`config.mk`:
```
export PLATFORM = sky130hd
export DESIGN_NAME = cacheline_adaptor_flat
export DESIGN_NICKNAME = d
export VERILOG_FILES = /design/src/rtl/cacheline_adaptor_if.sv /design/src/rtl/cacheline_adaptor.sv /design/src/flat_wrapper.sv
export SDC_FILE = /design/constraint.sdc
export NUM_CORES = 1
export LEC_CHECK = 0
export CAP_MARGIN = 10
export CORE_AREA = 2 2 275 277
export DETAILED_ROUTE_END_ITERATION = 12
export DIE_AREA = 0 0 277 279
export GPL_TIMING_DRIVEN = 0
export SKIP_CTS_REPAIR_TIMING = 1
export SLEW_MARGIN = 20
export SYNTH_ARGS = -nofsm -noshare
export SYNTH_HDL_FRONTEND = slang
export SYNTH_SLANG_ARGS = --single-unit
```
`constraint.sdc`:
```
create_clock -name clk -period 6.3 [get_ports clk]
set_input_delay 0.945 -clock clk [delete_from_list [all_inputs] [get_ports clk]]
set_output_delay 0.945 -clock clk [all_outputs]
set_load 0.005 [all_outputs]
```
`src/rtl/cacheline_adaptor_if.sv`:
```
// rtl/cacheline_adaptor_if.sv - cache-side line and memory-side burst signals of the line adaptor
interface cacheline_adaptor_if;
  logic [255:0] line_i;
  logic [255:0] line_o;
  logic [31:0]  address_i;
  logic         read_i;
  logic         write_i;
  logic         resp_o;
  logic [63:0]  burst_i;
  logic [63:0]  burst_o;
  logic [31:0]  address_o;
  logic         read_o;
  logic         write_o;
  logic         resp_i;

  modport slave (
    input  line_i, address_i, read_i, write_i, burst_i, resp_i,
    output line_o, resp_o, burst_o, address_o, read_o, write_o
  );

  modport master (
    output line_i, address_i, read_i, write_i, burst_i, resp_i,
    input  line_o, resp_o, burst_o, address_o, read_o, write_o
  );
endinterface

```
`src/rtl/cacheline_adaptor.sv`:
```
// rtl/cacheline_adaptor.sv - 256-bit cache line to four 64-bit memory bursts
// One request/response per line; all outputs are registered decodes of next state.
module cacheline_adaptor (
  input  logic                 clk,
  input  logic                 rst,
  cacheline_adaptor_if.slave   bus
);

  typedef enum logic [1:0] {IDLE, READ, WRITE, DONE} state_e;

  state_e        state_q, state_d;
  logic [1:0]    cnt_q, cnt_d;
  logic [26:0]   addr_q, addr_d;
  logic [255:0]  line_q, line_d;
  logic [255:0]  fill_q, fill_d;
  logic [63:0]   burst_q, burst_d;
  logic          read_q, read_d;
  logic          write_q, write_d;
  logic          resp_q, resp_d;

  always_comb begin
    state_d = state_q;
    cnt_d   = cnt_q;
    addr_d  = addr_q;
    line_d  = line_q;
    fill_d  = fill_q;
    unique case (state_q)
      IDLE: begin
        if (bus.read_i) begin
          addr_d  = bus.address_i[31:5];
          cnt_d   = 2'd0;
          state_d = READ;
        end else if (bus.write_i) begin
          addr_d  = bus.address_i[31:5];
          line_d  = bus.line_i;
          cnt_d   = 2'd0;
          state_d = WRITE;
        end
      end
      READ: begin
        if (bus.resp_i) begin
          fill_d[{cnt_q, 6'b0} +: 64] = bus.burst_i;
          cnt_d = cnt_q + 2'd1;
          if (cnt_q == 2'd3) state_d = DONE;
        end
      end
      WRITE: begin
        if (bus.resp_i) begin
          cnt_d = cnt_q + 2'd1;
          if (cnt_q == 2'd3) state_d = DONE;
        end
      end
      DONE: begin
        cnt_d   = 2'd0;
        state_d = IDLE;
      end
    endcase

    // Outputs are decoded from the next state so they appear registered with no resp_i path.
    read_d  = (state_d == READ);
    write_d = (state_d == WRITE);
    resp_d  = (state_d == DONE);
    burst_d = (state_d == WRITE) ? line_d[{cnt_d, 6'b0} +: 64] : 64'd0;
  end

  always_ff @(posedge clk) begin
    if (rst) begin
      state_q <= IDLE;
      cnt_q   <= 2'd0;
      addr_q  <= 27'd0;
      line_q  <= 256'd0;
      fill_q  <= 256'd0;
      burst_q <= 64'd0;
      read_q  <= 1'b0;
      write_q <= 1'b0;
      resp_q  <= 1'b0;
    end else begin
      state_q <= state_d;
      cnt_q   <= cnt_d;
      addr_q  <= addr_d;
      line_q  <= line_d;
      fill_q  <= fill_d;
      burst_q <= burst_d;
      read_q  <= read_d;
      write_q <= write_d;
      resp_q  <= resp_d;
    end
  end

  assign bus.line_o    = fill_q;
  assign bus.address_o = {addr_q, 5'b0};
  assign bus.burst_o   = burst_q;
  assign bus.read_o    = read_q;
  assign bus.write_o   = write_q;
  assign bus.resp_o    = resp_q;

  // The cache must never request a read and a write-back in the same cycle.
  a_no_dual_request: assert property (@(posedge clk) disable iff (rst)
    !((state_q == IDLE) && bus.read_i && bus.write_i));

endmodule

```
`src/flat_wrapper.sv`:
```
// flat-port wrapper written by rule: the top's interface ports become plain ports
module cacheline_adaptor_flat 
  (clk, rst, bus_line_i, bus_address_i, bus_read_i, bus_write_i, bus_burst_i, bus_resp_i, bus_line_o, bus_resp_o, bus_burst_o, bus_address_o, bus_read_o, bus_write_o);
  cacheline_adaptor_if bus_i ();
  input  logic clk;
  input  logic rst;
  input wire logic [$bits(bus_i.line_i)-1:0] bus_line_i;
  input wire logic [$bits(bus_i.address_i)-1:0] bus_address_i;
  input wire logic [$bits(bus_i.read_i)-1:0] bus_read_i;
  input wire logic [$bits(bus_i.write_i)-1:0] bus_write_i;
  input wire logic [$bits(bus_i.burst_i)-1:0] bus_burst_i;
  input wire logic [$bits(bus_i.resp_i)-1:0] bus_resp_i;
  output wire logic [$bits(bus_i.line_o)-1:0] bus_line_o;
  output wire logic [$bits(bus_i.resp_o)-1:0] bus_resp_o;
  output wire logic [$bits(bus_i.burst_o)-1:0] bus_burst_o;
  output wire logic [$bits(bus_i.address_o)-1:0] bus_address_o;
  output wire logic [$bits(bus_i.read_o)-1:0] bus_read_o;
  output wire logic [$bits(bus_i.write_o)-1:0] bus_write_o;
  assign bus_i.line_i = bus_line_i;
  assign bus_i.address_i = bus_address_i;
  assign bus_i.read_i = bus_read_i;
  assign bus_i.write_i = bus_write_i;
  assign bus_i.burst_i = bus_burst_i;
  assign bus_i.resp_i = bus_resp_i;
  assign bus_line_o = bus_i.line_o;
  assign bus_resp_o = bus_i.resp_o;
  assign bus_burst_o = bus_i.burst_o;
  assign bus_address_o = bus_i.address_o;
  assign bus_read_o = bus_i.read_o;
  assign bus_write_o = bus_i.write_o;
  cacheline_adaptor u_core (.clk(clk), .rst(rst), .bus(bus_i));
endmodule
```
==> flow_summary.yaml <==
routing:
  dr.first_iter.drc_count: 1597
  vias: 22000
  drcViolationCount: 0
  wl_mm: 98.3
  post_drt_wl_per_cell_um: 23.1
  postRouteAntennaNets: 0
  vias_per_cell: 5.16
  drtPass1Iterations: 5
critical_path:
  crit_path_max_incr_delay_ns: 0.64
  path_class: "in -> reg"
  cp_max_fo: 10
  crit_slowest_cell: "clkbuf_1"
  startpoint: "bus_write_i"
  required_ns: 6.82
  ff2ff_setup_slack_ns: 3.05
  reg2reg_to: "u_core.bus.burst_o[11]$_SDFF_PP0_"
  cp-start-kind: "input port"
  r2r_start: "u_core.state_q[1]$_SDFF_PP0_"
  arrival_ns: 3.97
  path_common_cell: "buf_2"
  path_cells: "clkdlybuf4s50_1, and3b_1, buf_4, buf_2, buf_2, clkbuf_1, buf_2, nand2_1, a21oi_1"
  reg2regPathDepth: 9
  cp-end-kind: "flip-flop"
min_path:
  whs_path_depth: 2
  hp-class: "reg -> reg"
  whs_endpoint: "u_core.line_q[126]$_SDFF_PP0_"
  hp-start: "u_core.line_q[126]$_SDFF_PP0_"
cells_and_area:
  final_cell_mix: "clkdlybuf4s50_1, dfxtp_1, nand2_1, a21oi_1, nor2_1"
  layout-drive-gt1-share: 0.107
  final_common_cell: "clkdlybuf4s50_1"
  final_util: 0.461
  final_net_count: 3585
  area_growth_pct: 45.0
cts:
  cts.path.max_buffers: 3
  cts_tree: "yes"
  cts.htree.levels: 3
  clkTransAtPathRegs_ns: 0.06
  cts-root-buf: "clkbuf_16"
  cts_made_buffers: 69
  clkSinkCount: 610
  clk_latency_ns: 0.62
timing:
  maxSlewViolCount: 0
  worst_pin_slew_ns: 1.06
  fin_crit_ns: 3.45
  rsz0062_at_grt: "no"
  timing_hold_violations_final: 0
  setup_viol_count_final: 0
  skew_ns: 0.0271
  setup-tns-final_ns: 0
  relSlewSlack: 0.291
  clock.fmax_mhz: 290
  period_share: 0.548
synth:
  ys_ff_latch: 610
  synthCells: 2442
  synth_cell_types: 39
  avgSynthCellArea_um2: 9.64
  yosysSeqAreaShare: 0.519
  ys.warnings.count: 0
  netlist_area_um2: 23500
grt:
  grt_pass1_vias: 21400
  grt_overflow_total: 0
  track_usage: 0.245
  grt_max_degree: 14
  antenna_found_initial: 35
  grt_first_pass_wirelength_mm: 141
power_and_ir_drop:
  p_leak_nw: 11.9
  power.density_nw_per_um2: 267
  ir_drop_mv: 0.174
  finalPower_mw: 9.11
floorplanning:
  die_w_um: 277
  rows: 100
  core-area_um2: 74100
  dieArea_um2: 77300
  pin_count: 712
  start_util: 0.318
  die_h_um: 279
flow_run:
  cap_violations: 0
place:
  io_buffers: 700
  hpwlAfterDp_mm: 74.5
  gp_congestion: 0.883
run_status:
  status: "finished clean"
[cell usage after synthesis (all sizes together)]
cell type,number,area [um^2]
nor4,2,33.8
o22a,1,10.0
o21a,1,7.51
a32o,1,10.0
o21ai,2,10.0
clkbuf,162,609
a32oi,1,8.76
a22o,64,622
inv,5,18.8
nor3,1,5.00
nand3b,1,7.51
and2,1,6.26
a21boi,1,7.51
xor2,1,8.76
nand2,569,2140
nor2,259,972
nand3,4,20.0
a21oi,284,1420
and3b,1,8.76
a22oi,256,1920
dfxtp,610,12200
o221a,1,11.3
nor2b,4,25.0
conb,1,3.75
ha,9,113
buf,63,367
mux4,128,2880
and2b,1,7.51
mux2,1,11.3
nor4b,4,35.0
o21ba,1,10.0
or3b,2,17.5
[final cells by class]
cell class / instances / area, um^2
Fill cell: 7205 / 39900
Sequential cell: 610 / 12200
Multi-Input combinational cell: 1606 / 10400
Timing Repair Buffer: 702 / 7030
Clock buffer: 104 / 2060
Tap cell: 969 / 1210
Buffer: 225 / 977
Clock inverter: 19 / 235
Antenna cell: 14 / 35.0
Inverter: 5 / 18.8
[worst max-delay path: cells and delay by family]
kind / cells / cell delay [ns]
simple gates: 2 / 0.30
compound gates: 1 / 0.12
buf+inv: 6 / 2.58
[flip-flops by register name, summed over array words and instances (netlist names)]
register,flops
u_core.line_q,256
u_core.cnt_q,2
u_core.bus.read_o,1
u_core.state_q,2
u_core.addr_q,27
u_core.bus.line_o,256
u_core.bus.burst_o,64
u_core.bus.resp_o,1
u_core.bus.write_o,1
[routing by layer]
metal	vias up	GRT usage	wire length (um)
met1	10700	0.271	36300
met2	894	0.424	48400
met5	-	0	288
met4	46	0.0975	3720
met3	216	0.0919	9570
li1	10100	-	-
[stage by stage]
stage                     cells  worst slack (ns)  instance area (um^2)  hold WS, ns
after floorplan            2446              3.56                 23600        0.433
after global placement     4115              2.21                 31800        0.438
after detailed placement   4117              2.20                 31800        0.443
after CTS                  4240              2.83                 34100        0.451
after global routing       4248              2.74                 34100        0.464
final                      4254              2.85                 34100        0.448
[cell families (layout without fill, tap and decap cells)]
group	Yosys count	in the layout	share of synthesized area
other	1	19	0.000159
xor gates and xnor gates	1	1	0.000372
adders and majority gates	9	9	0.00478
muxes	129	129	0.123
DFF	610	610	0.519
buffers and inverters	230	1055	0.0423
AOI/OAI and AO/OA	613	613	0.172
and+or+nand+nor	849	849	0.139
[report_power, final]
part,switching [mW],internal (mW)
registers,0.0567,3.97
logic,0.510,0.494
clock network,1.71,2.37
[worst max path at each step]
| stage | to | slack (ns) | cells past startpoint |
|---|---|---|---|
| finish | u_core.line_q[219]$_SDFF_PP0_ | 2.85 | 9 |
| global route | u_core.line_q[216]$_SDFF_PP0_ | 2.74 | 9 |
| CTS | u_core.line_q[240]$_SDFF_PP0_ | 2.83 | 9 |
| detailed placement | u_core.line_q[218]$_SDFF_PP0_ | 2.20 | 9 |
| global placement | u_core.bus.burst_o[11]$_SDFF_PP0_ | 2.21 | 7 |
| floorplan | u_core.bus.burst_o[10]$_SDFF_PP0_ | 3.56 | 7 |
Note: power is estimated with default switching activity, not from simulation.
